`src/rtl/reg_wb_pkg.sv`:
```
// Shared widths and the queue entry type for the register-table writeback path.
package reg_wb_pkg;
  localparam int DATA_W   = 32;
  localparam int ADDR_W   = 5;
  localparam int NUM_REGS = 26;

  typedef struct packed {
    logic [ADDR_W-1:0] idx;
    logic [DATA_W-1:0] data;
  } wb_entry_t;
endpackage

```
`src/rtl/reg_wb_fifo.sv`:
```
// Circular buffer with ordered dual push, single pop, and an oldest-first entry view.
module reg_wb_fifo
  import reg_wb_pkg::*;
#(
  parameter int DEPTH = 4,
  localparam int PW = $clog2(DEPTH),
  localparam int CW = PW + 1
) (
  input  logic                  clk,
  input  logic                  reset,
  input  logic                  push_a_en,
  input  wb_entry_t             push_a,
  input  logic                  push_b_en,
  input  wb_entry_t             push_b,
  input  logic                  pop,
  output wb_entry_t             head,
  output logic                  empty,
  output logic [CW-1:0]         count,
  output wb_entry_t [DEPTH-1:0] ord,
  output logic [DEPTH-1:0]      ord_vld
);
  wb_entry_t [DEPTH-1:0] mem_q, mem_d;
  logic [PW-1:0] rd_q, rd_d, wr_q, wr_d;
  logic [CW-1:0] cnt_q, cnt_d;
  logic          pop_int;

  assign empty   = (cnt_q == '0);
  assign count   = cnt_q;
  assign head    = mem_q[rd_q];
  assign pop_int = pop & ~empty;

  // push_b only ever accompanies push_a, so it always lands one slot behind it
  always_comb begin
    mem_d = mem_q;
    if (push_a_en) mem_d[wr_q] = push_a;
    if (push_b_en) mem_d[wr_q + PW'(1)] = push_b;
    wr_d  = wr_q + PW'(push_a_en) + PW'(push_b_en);
    rd_d  = rd_q + PW'(pop_int);
    cnt_d = cnt_q + CW'(push_a_en) + CW'(push_b_en) - CW'(pop_int);
  end

  always_comb begin
    for (int k = 0; k < DEPTH; k++) begin
      ord[k]     = mem_q[rd_q + PW'(k)];
      ord_vld[k] = (CW'(k) < cnt_q);
    end
  end

  always_ff @(posedge clk) begin
    if (reset) begin
      rd_q  <= '0;
      wr_q  <= '0;
      cnt_q <= '0;
    end else begin
      rd_q  <= rd_d;
      wr_q  <= wr_d;
      cnt_q <= cnt_d;
    end
    mem_q <= mem_d;
  end
endmodule

```
`src/rtl/reg_writeback_queue.sv`:
```
// Writeback queue feeding the register table; widths come from reg_wb_pkg.
// Optional macro WB_BYPASS_EN builds the pending-value lookup comparators.
module reg_writeback_queue
  import reg_wb_pkg::*;
#(
  parameter int DEPTH = 4,
  localparam int CW = $clog2(DEPTH) + 1
) (
  input  logic              clk,
  input  logic              reset,
  input  logic              alu_valid,
  output logic              alu_ready,
  input  logic [ADDR_W-1:0] alu_reg,
  input  logic [DATA_W-1:0] alu_data,
  input  logic              mem_valid,
  output logic              mem_ready,
  input  logic [ADDR_W-1:0] mem_reg,
  input  logic [DATA_W-1:0] mem_data,
  output logic [ADDR_W-1:0] register_d,
  output logic [DATA_W-1:0] data_register_d_in,
  output logic              write_register_d,
  input  logic [ADDR_W-1:0] lookup_reg_a,
  input  logic [ADDR_W-1:0] lookup_reg_b,
  output logic              lookup_hit_a,
  output logic              lookup_hit_b,
  output logic [DATA_W-1:0] lookup_data_a,
  output logic [DATA_W-1:0] lookup_data_b,
  output logic [CW-1:0]     pending_count,
  output logic              idle,
  output logic              drop_err
);
  wb_entry_t             head, push_a, push_b;
  wb_entry_t [DEPTH-1:0] ord;
  logic [DEPTH-1:0]      ord_vld;
  logic                  empty, push_a_en, push_b_en;
  logic [CW-1:0]         count;
  logic [CW:0]           free;
  logic                  mem_acc, alu_acc, mem_oor, alu_oor, mem_enq, alu_enq;
  logic                  drop_err_q, drop_err_d;

  // The head pops every non-empty cycle, so its slot is free for this cycle's push
  assign free      = (CW+1)'(DEPTH) - {1'b0, count} + (CW+1)'(count != '0);
  assign mem_ready = ~reset & (free >= (CW+1)'(1));
  assign alu_ready = ~reset & ((free >= (CW+1)'(2)) | ((free >= (CW+1)'(1)) & ~mem_valid));

  assign mem_acc = mem_valid & mem_ready;
  assign alu_acc = alu_valid & alu_ready;
  assign mem_oor = (int'(mem_reg) >= NUM_REGS);
  assign alu_oor = (int'(alu_reg) >= NUM_REGS);
  assign mem_enq = mem_acc & ~mem_oor;
  assign alu_enq = alu_acc & ~alu_oor;

  // Compress the accepted results so the load is always the older entry
  assign push_a_en = mem_enq | alu_enq;
  assign push_b_en = mem_enq & alu_enq;
  assign push_a    = mem_enq ? wb_entry_t'{idx: mem_reg, data: mem_data}
                             : wb_entry_t'{idx: alu_reg, data: alu_data};
  assign push_b    = wb_entry_t'{idx: alu_reg, data: alu_data};

  reg_wb_fifo #(.DEPTH(DEPTH)) u_fifo (
    .clk       (clk),
    .reset     (reset),
    .push_a_en (push_a_en),
    .push_a    (push_a),
    .push_b_en (push_b_en),
    .push_b    (push_b),
    .pop       (~empty),
    .head      (head),
    .empty     (empty),
    .count     (count),
    .ord       (ord),
    .ord_vld   (ord_vld)
  );

  assign write_register_d   = ~empty & ~reset;
  assign register_d         = write_register_d ? head.idx  : '0;
  assign data_register_d_in = write_register_d ? head.data : '0;
  assign pending_count      = count;
  assign idle               = empty;

  assign drop_err_d = (mem_acc & mem_oor) | (alu_acc & alu_oor);
  always_ff @(posedge clk) begin
    if (reset) drop_err_q <= 1'b0;
    else       drop_err_q <= drop_err_d;
  end
  assign drop_err = drop_err_q;

`ifdef WB_BYPASS_EN
  // Scan oldest to youngest so the last match left standing is the youngest
  always_comb begin
    lookup_hit_a  = 1'b0;
    lookup_hit_b  = 1'b0;
    lookup_data_a = '0;
    lookup_data_b = '0;
    for (int k = 0; k < DEPTH; k++) begin
      if (ord_vld[k] && ord[k].idx == lookup_reg_a) begin
        lookup_hit_a  = 1'b1;
        lookup_data_a = ord[k].data;
      end
      if (ord_vld[k] && ord[k].idx == lookup_reg_b) begin
        lookup_hit_b  = 1'b1;
        lookup_data_b = ord[k].data;
      end
    end
  end
`else
  logic unused_lookup;
  assign unused_lookup = ^{ord, ord_vld, lookup_reg_a, lookup_reg_b};
  assign lookup_hit_a  = 1'b0;
  assign lookup_hit_b  = 1'b0;
  assign lookup_data_a = '0;
  assign lookup_data_b = '0;
`endif
endmodule

```
`config.mk`:
```
export PLATFORM = sky130hd
export DESIGN_NAME = reg_writeback_queue
export DESIGN_NICKNAME = d
export VERILOG_FILES = /design/src/rtl/reg_wb_pkg.sv /design/src/rtl/reg_wb_fifo.sv /design/src/rtl/reg_writeback_queue.sv
export SDC_FILE = /design/constraint.sdc
export NUM_CORES = 1
export LEC_CHECK = 0
export CORE_ASPECT_RATIO = 0.5
export CORE_MARGIN = 2
export CORE_UTILIZATION = 30
export CTS_CLUSTER_DIAMETER = 120
export CTS_CLUSTER_SIZE = 24
export DETAILED_ROUTE_END_ITERATION = 6
export PLACE_DENSITY = 0.6
export SLEW_MARGIN = 20
export SYNTH_ARGS = -nofsm -noshare
export SYNTH_HDL_FRONTEND = slang
export SYNTH_SLANG_ARGS = --single-unit
```
`constraint.sdc`:
```
create_clock -name clk -period 8.3 [get_ports clk]
set_input_delay 1.66 -clock clk [delete_from_list [all_inputs] [get_ports clk]]
set_output_delay 1.66 -clock clk [all_outputs]
set_load 0.1 [all_outputs]
```
* Word level (Yosys, flattened, before mapping) *
Index checks and enable logic that the tools add are counted.

word-level totals
  bits in registers = 156
  word-level logic and storage cells = 66
  output and inout port bits = 111
  input bits = 88

cells by class
  order comparisons = 9
  reduce and logical (&&, ||, !) cells = 4
  bitwise gates (word level) = 19
  add/subtract/negate cells = 9
  muxes and demuxes = 13

operators with widths
  cell                                                         number
  bitwise mux 148 bit                                          2
  2-to-1 mux 148 bit                                           2
  demux 37 bit (select 2 bit)                                  2
  2-to-1 mux 37 bit                                            4
  binary-select mux 37 bit (select 2 bit)                      1
  2-to-1 mux 32 bit                                            1
  AND 1 bit                                                    11
  >= comparator 5 bit (second input constant)                  2
  less-than comparator 2 x 3 -> 1 bit (second input constant)  3
  adder 2 x 1 -> 2 bit                                         3
  adder 3 x 1 -> 3 bit                                         2
  2-to-1 mux 5 bit                                             1
  NOT 1 bit                                                    5
  adder 4 x 1 -> 4 bit                                         1
  >= comparator 2 x 1 -> 1 bit (second input constant)         2
  >= comparator 4 x 1 -> 1 bit (second input constant)         1
  >= comparator 4 x 2 -> 1 bit (second input constant)         1
  subtractor 3 x 3 -> 4 bit (first input constant)             1
  logical NOT 3 bit                                            1
  OR 1 bit                                                     3
  nonzero test 3 bit                                           1
  subtractor 3 x 1 -> 3 bit                                    1
  adder 2 x 1 -> 2 bit (second input constant)                 1
  logical AND 1 bit                                            2

* Depth between registers and ports, before layout *
Gate-level depths: netlist of run 1.

  word-level depth = 12
  gate-level depth with buffers = 16

* Modules after synthesis *
A second synthesis of run 1 with hierarchy kept.

second synthesis, totals
  cell total of the unflattened synthesis = 1112
  area, all modules = 12764.7 um2

modules (own cells, without submodules)
  module               sequential area each (um2)  cells an instance  area an instance (um2)  instances
  reg_wb_fifo          3103.0                      936                11272.1                 1
  reg_writeback_queue  20.0                        176                1492.7                  1

* Least setup slack after synthesis of run 1 *
OpenSTA, ideal clock, no wires.

  kind = reg-to-output
  start = reg u_fifo.cnt_q[2], in the netlist u_fifo.count[2]
  end = out alu_ready
  path buffers = 0
  data arrival time = 5.492 ns
  data required time = 6.640 ns
  path slack = 1.148 ns
  stages on the path, launching flop included = 8
  cell sequence = dfxtp_1 -> nor3_1 -> ha_1 -> inv_1 -> ha_1 -> and4b_2 -> o221ai_2 -> nor2b_1

between the ends
  longest elaborated chain between the ends = 6
  elaborated cells on any way between the ends = 8

RTL lines
  what                                                             line                       text
  start, declared                                                  reg_wb_fifo.sv:24          logic [CW-1:0] cnt_q, cnt_d;
  start signal, assigned                                           reg_wb_fifo.sv:57          cnt_q <= cnt_d;
  subtractor 3 x 3 -> 4 bit or nonzero test 3 bit (tied branches)  reg_writeback_queue.sv:42  assign free = (CW+1)'(DEPTH) - {1'b0, count} + (CW+1)'(count != '0);
  adder 4 x 1 -> 4 bit *                                           reg_writeback_queue.sv:42
  >= comparator 4 x 1 -> 1 bit                                     reg_writeback_queue.sv:44  assign alu_ready = ~reset & ((free >= (CW+1)'(2)) | ((free >= (CW+1)'(1)) & ~mem_valid));
  AND 1 bit                                                        reg_writeback_queue.sv:44
  OR 1 bit *                                                       reg_writeback_queue.sv:44
  AND 1 bit *                                                      reg_writeback_queue.sv:44
  end, declared                                                    reg_writeback_queue.sv:12  output logic alu_ready,

Mark *: on every way between the ends. The rest lies on a longest branch, timed or not.

* Worst setup path after layout of run 1 *
  start = in reset
  end = out data_register_d_in[30]

between the ends
  longest elaborated chain between the ends = 3

RTL lines
  what               line                       text
  start, declared    reg_writeback_queue.sv:10  input logic reset,
  NOT 1 bit          reg_writeback_queue.sv:75  assign write_register_d = ~empty & ~reset;
  AND 1 bit          reg_writeback_queue.sv:75
  2-to-1 mux 32 bit  reg_writeback_queue.sv:77  assign data_register_d_in = write_register_d ? head.data : '0;
  end, declared      reg_writeback_queue.sv:20  output logic [DATA_W-1:0] data_register_d_in,

No other way between the ends.

==> results of run 1 <==
-- flip-flops by register name (all words and copies together), names as in the netlist --
signal and flops:
drop_err 1, u_fifo.count 3, u_fifo.rd_q 2, u_fifo.wr_q 2, u_fifo.mem_q 148
-- layout make-up --
type | instances | area (um^2) | area share [%]
multi-input cells | 618 | 5100 | 47.7
flip-flops and latches | 156 | 3130 | 29.3
repair buffers | 137 | 1350 | 12.6
well taps | 391 | 489 | 4.58
clock buffers | 20 | 457 | 4.28
clock inverters | 11 | 120 | 1.12
inverters | 10 | 37.5 | 0.351
diodes | 2 | 5.00 | 0.0469
-- worst register-to-register path: cells and delay by family (launching register included) --
kind	cells	cell delay, ns
adders and majority gates	2	0.42
and+or+nand+nor	4	2.23
DFF	1	0.35
AOI/OAI and AO/OA	2	0.81
buffers and inverters	2	0.57
-- metal layers --
metal,routed length [um],track usage [%]
met1,12500,24.1
met2,13600,29.3
met3,1720,3.45
met4,572,6.80
met5,0,0
-- through the flow --
step | instance area, um^2 | instances | worst slack (ns) | utilization [%]
2_1_floorplan | 9120 | 936 | 1.15 | -
3_3_place_gp | 10100 | 1311 | 1.94 | 34.7
3_5_place_dp | 10100 | 1311 | 1.93 | 34.7
4_1_cts | 10700 | 1342 | 1.92 | 36.7
5_1_grt | 10700 | 1345 | 1.78 | 36.7
6_report | 10700 | 1345 | 1.97 | 36.7
-- path summary, 6_finish.rpt --
| check | from | to | slack [ns] | depth (start not counted) |
|---|---|---|---|---|
| setup / recovery | reset | data_register_d_in[30] | 1.97 | 5 |
| hold / removal | u_fifo.mem_q[73] | u_fifo.mem_q[73] | 0.48 | 2 |
| setup reg to reg | u_fifo.count[2] | u_fifo.mem_q[111] | 3.80 | 10 |
| hold reg to reg | u_fifo.mem_q[73] | u_fifo.mem_q[73] | 0.48 | 2 |
-- cell usage in the layout, fill, tap and decap left out, drive strengths merged, types with 4 or more instances in the layout --
| cell | n |
|---|---|
| a21boi | 37 |
| and2 | 38 |
| buf | 15 |
| clkbuf | 20 |
| clkdlybuf4s50 | 122 |
| clkinv | 6 |
| conb | 66 |
| dfxtp | 156 |
| ha | 5 |
| inv | 10 |
| mux2i | 39 |
| mux4 | 37 |
| nand2b | 40 |
| nor2 | 50 |
| nor2b | 7 |
| o211ai | 39 |
| o21a | 38 |
| o21ai | 40 |
| o221a | 72 |
| o32a | 36 |
| or3 | 37 |
| xnor2 | 4 |
-- cells by family (layout without fill, tap and decap cells) --
family / after synthesis / after routing
buffers and inverters: 162 / 178
AO/OA/AOI/OAI: 273 / 273
flip-flops: 156 / 156
adder cells (fa/ha/maj): 9 / 9
AND/OR/NAND/NOR: 190 / 190
multiplexers: 76 / 76
other: 1 / 68
XOR/XNOR: 4 / 4
-- cell usage after synthesis, types with 37 or more instances --
| master | count |
|---|---|
| nand2b_1 | 40 |
| and2_1 | 38 |
| nor2_1 | 49 |
| o21a_1 | 38 |
| or3_1 | 37 |
| buf_4 | 71 |
| mux4_2 | 37 |
| o211ai_1 | 39 |
| o221a_1 | 58 |
| dfxtp_1 | 156 |
| clkbuf_1 | 47 |
| mux2i_1 | 39 |
-- power groups by stage --
stage          clock, mW  combinational (mW)  sequential, mW
2_1_floorplan          0                2.27            1.34
3_3_place_gp           0                2.80            1.39
3_5_place_dp           0                2.85            1.40
4_1_cts            0.791                2.85            1.40
5_1_grt            0.821                3.02            1.45
6_report           0.782                2.85            1.41
==> metrics.md, run 1 <==
| Metric | Value |
|---|---|
| Number of global-route vias before repair | `7456` |
| # hold bufs at CTS | `0` |
| Residual DRC count | `0` |
| IO Port Bufs | `122` |
| RePlAce Congestion | `0.765` |
| Reg clk slew, reported paths | `0.06 ns` |
| Crit path max-delay cell type | `clkdlybuf4s50_1` |
| Clk pwr share | `15.5%` |
| Fill count | `2816` |
| Slew HR | `22.1%` |
| Post-synthesis simple-gate area fraction | `12.1%` |
| Outcome | `finished, final reports clean` |
| Setup Skew | `0.00682 ns` |
| Pwr dens | `472 nW/um^2` |
| Sequential power share | `27.9%` |
| Nets@finish | `1036` |
| IO Pins | `199` |
| Switching Share | `46.0%` |
| Clock Tree Buf Depth | `2` |
| Mux cell area share after synthesis | `13.8%` |
| Compound-Gate Fraction of Synth Area | `26.2%` |
| All-Layer GR Usage | `18.1%` |
| Cell internal pwr | `2.72 mW` |
| Final setup vio count | `0` |
| CTS Sinks | `156` |
| Rows | `44` |
| Share of layout cells above drive strength 1 | `12.6%` |
| Setup Buffers After CTS | `0` |
| Post-synth EDFFs | `0` |
| Mapped Cells | `871` |
| Die H | `126 um` |
| Seq/Total Area, Yosys | `35.2%` |
| Psw | `2.32 mW` |
| First-pass GRT wire length | `43600 um` |
| Post-route setup TNS | `0 ns` |
| Final Hold Viols | `0` |
| Crit path cell chain | `clkdlybuf4s50_1, nor2_2, buf_4, and2_1, clkdlybuf4s50_1` |
| Die area | `31100 um^2` |
| Via count | `7319` |
| Initial core utilization | `30.5%` |
| Hpwl dp | `16600 um` |
| Die X | `247 um` |
| Max cap viols | `0` |
| Synth Register Bits | `156` |
| Largest family of logic cells by synthesized area | `compound AO/OA/AOI/OAI gates` |
| Combinational power share | `56.6%` |
| Hold WS | `0.479 ns` |
| FFs w/ async S/R, synth | `0%` |
| Antenna viol nets, final | `0` |
| Area leader, netlist | `dfxtp_1` |
| XOR/XNOR Fraction of Synth Area | `0.395%` |
| Peak VDD IR | `0.000168 V` |
| Area Growth Syn to Fin | `20.4%` |
| Critical setup path kind | `primary input to output pin` |
| Crit start category | `primary input` |
| CP Capture Type | `output pin` |
| P_leak | `3.85 nW` |
| Req. time, crit path | `6.64 ns` |
| Worst min-delay path class | `register to register` |
| Worst path bufs/invs | `3` |
| Final Routed Wirelength | `28400 um` |
| Drt wl/cell | `21.1 um` |
| Core footprint | `29100 um^2` |
| Overall Power | `5.04 mW` |
| Syn avg cell area | `10.2 um^2` |
| Synth warn | `0` |
| Gr ovfl total | `0` |
| CTS root buf | `clkbuf_16` |
| Top post-synthesis cells by area | `dfxtp_1 35%, mux4_2 9.4%, o221a_1 7.4%` |
| Routed via count divided by cell count | `5.44` |
| RSZ-0062 raised after global routing | `false` |
| Crit-path max cell delay | `1.14 ns` |
| Least-Margin Pin Slew | `1.17 ns` |
| Final Critical Period | `6.33 ns` |
| Worst Path Max Fanout | `21` |
| Cell Area, Synth | `8870 um^2` |
| CP dominant cell by count | `clkdlybuf4s50_1` |
| Post-Synth Adder-Cell Area | `1.51%` |
| Clock Latency Late Sink | `0.43 ns` |
| Final period util | `76.3%` |
| CTS tree | `done` |
| DR pass1 iterations | `5` |
| Number of H-tree levels | `4` |
| Max Fclk | `0.158 GHz` |
| Max Slew Vio Count | `0` |
| Delay-heaviest family, CP | `buffers and inverters` |
| DRT iter0 DRCs | `534` |
| Post-CTS resize count | `0` |
| Antenna violations before repair | `2` |
| Largest net degree at the start of global routing | `75` |
| Arr. time, crit path | `4.67 ns` |
| Distinct cells, synth | `50` |
| Main synth FF type | `dfxtp_1` |
| Area share of the largest cell type after synthesis | `35.2%` |
| Num CTS Buffers | `17` |
Note: power is estimated with default switching activity, not from simulation.
==> inputs of run 2 (changes only) <==
--- a/config.mk
+++ b/config.mk
@@ -11,7 +11,7 @@
 export CTS_CLUSTER_DIAMETER = 120
 export CTS_CLUSTER_SIZE = 24
 export DETAILED_ROUTE_END_ITERATION = 6
-export PLACE_DENSITY = 0.6
+export PLACE_DENSITY = 0.62
 export SLEW_MARGIN = 20
 export SYNTH_ARGS = -nofsm -noshare
 export SYNTH_HDL_FRONTEND = slang
==> constraint.sdc (replaced) <==
create_clock -name clk -period 5.65 [get_ports clk]
set_input_delay 1.13 -clock clk [delete_from_list [all_inputs] [get_ports clk]]
set_output_delay 1.13 -clock clk [all_outputs]
set_load 0.1 [all_outputs]
==> run 2 against run 1 <==
Sequential power grew 47%. Power is 48% higher. Via count up 1.9%. Critical path type is now register to output pin. Sequential share of layout area fell by 0.072 points. Combinational power grew 46%. Hold slack better by 0.014 ns. Largest cell class unchanged. Utilization is 0.090 points higher. Die area unchanged.
==> metrics.md, run 2 (synthesis gave the netlist of run 1 again) <==
| Metric | Value |
|---|---|
| Core footprint | `29100 um^2` |
| Final Critical Period | `4.47 ns` |
| Worst Path Max Fanout | `5` |
| Worst min-delay path class | `register to register` |
| Most frequent cells in the layout | `153 x dfxtp_1, 84 x clkdlybuf4s50_1, 66 x conb_1, 58 x o221a_1, 57 x buf_4` |
| Least-Margin Pin Slew | `1.05 ns` |
| CP Capture Type | `output pin` |
| Gr ovfl total | `0` |
| Die area | `31100 um^2` |
| Drt wl/cell | `21.2 um` |
| Fin util | `36.8%` |
| Die H | `126 um` |
| Die X | `247 um` |
| Post-CTS resize count | `0` |
| DRT iter0 DRCs | `634` |
| Slew HR | `30.2%` |
| Nets@finish | `1043` |
| Outcome | `finished, final reports clean` |
| Crit start category | `register` |
| Pwr dens | `696 nW/um^2` |
| RePlAce Congestion | `0.775` |
| Setup Skew | `0.00685 ns` |
| Routed via count divided by cell count | `5.51` |
| Most common cell after layout, fill and taps aside | `dfxtp_1` |
| CTS tree | `done` |
| Critical setup path kind | `register to output pin` |
| Area Growth Syn to Fin | `20.7%` |
| Max Slew Vio Count | `0` |
| Antenna viol nets, final | `0` |
| Post-route setup TNS | `0 ns` |
| Max reg flops | `148` |
| DR pass1 iterations | `5` |
| Worst flop-to-flop path startpoint | `u_fifo.count[2]` |
| RSZ-0062 raised after global routing | `false` |
| CTS root buf | `clkbuf_16` |
| Clock Tree Buf Depth | `2` |
| Max Fclk | `0.224 GHz` |
| Via count | `7461` |
| Share of layout cells above drive strength 1 | `17.4%` |
| P_leak | `3.98 nW` |
| Final Routed Wirelength | `28700 um` |
| Residual DRC count | `0` |
| Initial core utilization | `30.5%` |
| # hold bufs at CTS | `0` |
| Arr. time, crit path | `3.34 ns` |
| IO Port Bufs | `122` |
| Clock Latency Late Sink | `0.43 ns` |
| Largest reg by FF count | `u_fifo.mem_q` |
| Number of global-route vias before repair | `7636` |
| CTS Sinks | `156` |
| Largest net degree at the start of global routing | `58` |
| First-pass GRT wire length | `44300 um` |
| Num CTS Buffers | `17` |
| Overall Power | `7.45 mW` |
| Req. time, crit path | `4.52 ns` |
| CP Launch Point | `u_fifo.count[2]` |
| Peak VDD IR | `0.000339 V` |
| Hold path startpoint | `u_fifo.mem_q[73]` |
| Fill count | `2853` |
| Number of H-tree levels | `4` |
| Final period util | `79.1%` |
| Antenna violations before repair | `2` |
| Final setup vio count | `0` |
| Reg clk slew, reported paths | `0.06 ns` |
| All-Layer GR Usage | `18.4%` |
| Hold Path Depth | `2` |
| Hold WS | `0.493 ns` |
| Hpwl dp | `17300 um` |
| Final Hold Viols | `0` |
| Setup Buffers After CTS | `0` |
| Worst R2R Path Depth | `12` |
| Max cap viols | `0` |
| Rows | `44` |
| IO Pins | `199` |
## run 2: power breakdown
group | internal (mW) | total, mW | switching (mW)
logic | 1.61 | 4.16 | 2.55
clock network | 0.746 | 1.22 | 0.478
registers | 1.70 | 2.07 | 0.376
total | 4.05 | 7.45 | 3.40
## run 2: final timing paths
check / endpoint / slack, ns
hold reg to reg: u_fifo.mem_q[73] / 0.49
setup / recovery: alu_ready / 1.18
hold / removal: u_fifo.mem_q[73] / 0.49
setup reg to reg: u_fifo.mem_q[44] / 1.99
## run 2: through the flow
step           area, um^2  instances  worst slack (ns)
6_report            10700       1353              1.18
5_1_grt             10700       1353              1.03
4_1_cts             10700       1351              1.17
3_5_place_dp        10100       1319              1.32
3_3_place_gp        10100       1319              1.38
2_1_floorplan        9120        936            0.0411
## run 2: critical path: stages (launching register included)
cell and delay [ns]:
dfxtp_1 0.37, nor3_2 0.33, ha_1 0.22, inv_1 0.05, ha_1 0.18, and4b_2 0.25
o221ai_2 0.21, nor2b_1 0.16, clkdlybuf4s50_1 1.15
## run 2: final cells by class
class / count / area [um^2] / share of cell area (%)
Timing Repair Buffer: 144 / 1330 / 12.4
Clock buffer: 19 / 443 / 4.14
Antenna cell: 2 / 5.00 / 0.0467
Tap cell: 391 / 489 / 4.57
Sequential cell: 156 / 3130 / 29.2
Inverter: 10 / 37.5 / 0.351
Multi-Input combinational cell: 618 / 5100 / 47.7
Clock inverter: 13 / 173 / 1.61
## run 2: layer usage
| layer | wire, um | part of all wire, % | vias to the layer above | global-route usage, % |
|---|---|---|---|---|
| met4 | 695 | 2.4 | 0 | 8.38 |
| met5 | 0 | 0 | - | 0 |
| met2 | 13800 | 48 | 343 | 30.1 |
| met1 | 12300 | 43 | 3727 | 23.9 |
| li1 | - | - | 3331 | - |
| met3 | 1960 | 6.8 | 60 | 3.20 |
==> inputs of run 3 (changes only) <==
==> constraint.sdc (replaced) <==
create_clock -name clk -period 4.1 [get_ports clk]
set_input_delay 0.82 -clock clk [delete_from_list [all_inputs] [get_ports clk]]
set_output_delay 0.82 -clock clk [all_outputs]
set_load 0.1 [all_outputs]
==> run 3 against run 2 <==
Via count is 0.34% higher. Power is 46% higher. Combinational power is 51% higher. Critical endpoint is now u_fifo.mem_q[90]. Largest power group unchanged.
==> metrics.md, run 3 (synthesis gave the netlist of run 1 again) <==
| Metric | Value |
|---|---|
| Outcome | `finished, final reports clean` |
| Rows | `44` |
| Final period util | `85.4%` |
| # hold bufs at CTS | `0` |
| Number of H-tree levels | `4` |
| Setup Buffers After CTS | `0` |
| Largest reg by FF count | `u_fifo.mem_q` |
| Nets@finish | `1054` |
| Die H | `126 um` |
| All-Layer GR Usage | `18.7%` |
| Post-route setup TNS | `0 ns` |
| Share of layout cells above drive strength 1 | `19.6%` |
| Die area | `31100 um^2` |
| Area Growth Syn to Fin | `27.2%` |
| Worst min-delay path class | `register to register` |
| Pwr dens | `965 nW/um^2` |
| Delay-heaviest family, CP | `buffers and inverters` |
| Die X | `247 um` |
| Antenna violations before repair | `2` |
| CP dominant cell by count | `buf_4` |
| Final Hold Viols | `0` |
| Worst Path Max Fanout | `30` |
| CTS Sinks | `156` |
| RSZ-0062 raised after global routing | `false` |
| Gr ovfl total | `0` |
| Critical setup path kind | `register to register` |
| Overall Power | `10.9 mW` |
| Reg clk slew, reported paths | `0.07 ns` |
| Residual DRC count | `0` |
| Most frequent cells in the layout | `150 x dfxtp_1, 82 x clkdlybuf4s50_1, 66 x conb_1, 58 x o221a_1, 46 x nor2_1` |
| Largest net degree at the start of global routing | `47` |
| DRT iter0 DRCs | `581` |
| Most common cell after layout, fill and taps aside | `dfxtp_1` |
| Arr. time, crit path | `3.88 ns` |
| Req. time, crit path | `4.47 ns` |
| Via count | `7486` |
| Hpwl dp | `17700 um` |
| Slew HR | `34.4%` |
| Worst setup margin | `0.599 ns` |
| Worst path bufs/invs | `4` |
| Initial core utilization | `30.5%` |
| Drt wl/cell | `21.3 um` |
| Crit start category | `register` |
| CP Capture Type | `register` |
| Final setup vio count | `0` |
| Final Routed Wirelength | `29000 um` |
| Max cap viols | `0` |
| Clock Tree Buf Depth | `2` |
| First-pass GRT wire length | `45300 um` |
| Hold WS | `0.487 ns` |
| RePlAce Congestion | `0.776` |
| Core footprint | `29100 um^2` |
| DR pass1 iterations | `5` |
| Placement Setup Slack | `0.446 ns` |
| Max Fclk | `0.286 GHz` |
| Number of global-route vias before repair | `7827` |
| IO Port Bufs | `122` |
| Least-Margin Pin Slew | `0.981 ns` |
| Clock Latency Late Sink | `0.44 ns` |
| Antenna viol nets, final | `0` |
| CTS root buf | `clkbuf_16` |
| Crit-path max cell delay | `0.48 ns` |
| Num CTS Buffers | `17` |
| Final Critical Period | `3.50 ns` |
| Routed via count divided by cell count | `5.49` |
| Crit path cell chain | `nor3_4, ha_2, inv_1, ha_2, nor2b_1, nor2_1, o21ai_4, buf_4, buf_4, nor2_1, o21ai_4, buf_4, o32a_1` |
| IO Pins | `199` |
| Post-CTS resize count | `0` |
| P_leak | `4.16 nW` |
| Crit path max-delay cell type | `buf_4` |
| Max reg flops | `148` |
| Max Slew Vio Count | `0` |
| Setup Skew | `0.00899 ns` |
| CTS tree | `done` |
| Peak VDD IR | `0.000397 V` |
==> run 3: final timing paths <==
check | startpoint | slack, ns | endpoint | cells past startpoint
max | u_fifo.count[0] | 0.60 | u_fifo.mem_q[90] | 13
max reg2reg | u_fifo.count[0] | 0.60 | u_fifo.mem_q[90] | 13
min | u_fifo.mem_q[73] | 0.49 | u_fifo.mem_q[73] | 2
min reg2reg | u_fifo.mem_q[73] | 0.49 | u_fifo.mem_q[73] | 2
==> run 3: final cells by class <==
type	count	area, um^2
Tap cell	391	489
Multi-Input combinational cell	618	5130
Clock buffer	18	439
Antenna cell	2	5.00
Clock inverter	13	190
Timing Repair Buffer	155	1860
Fill cell	2792	17800
Inverter	10	37.5
Sequential cell	156	3140
==> run 3: per-stage QoR <==
step / utilization (%) / area, um^2 / instances
2_1_floorplan: - / 9170 / 936
3_3_place_gp: 36.7 / 10700 / 1330
3_5_place_dp: 36.7 / 10700 / 1330
4_1_cts: 38.8 / 11300 / 1361
5_1_grt: 38.8 / 11300 / 1363
6_report: 38.8 / 11300 / 1363
==> run 3: worst register-to-register path, cell delays in order, from the launching register on <==
cell and delay (ns):
dfxtp_4 0.37, nor3_4 0.27, ha_2 0.23, inv_1 0.04, ha_2 0.26, nor2b_1 0.17
nor2_1 0.13, o21ai_4 0.17, buf_4 0.41, buf_4 0.51, nor2_1 0.16, o21ai_4 0.17
buf_4 0.32, o32a_1 0.24
==> run 3: metal layers <==
metal	routed length [um]	track usage, %	vias up
met2	13900	30.5	324
met1	12600	24.9	3760
li1	-	-	3350
met3	1900	3.07	52
met5	0	0	-
met4	639	7.15	0
==> run 3: power breakdown <==
part / internal, mW / switching [mW] / total (mW)
clock network: 1.04 / 0.688 / 1.73
registers: 2.34 / 0.541 / 2.89
logic: 2.67 / 3.61 / 6.28
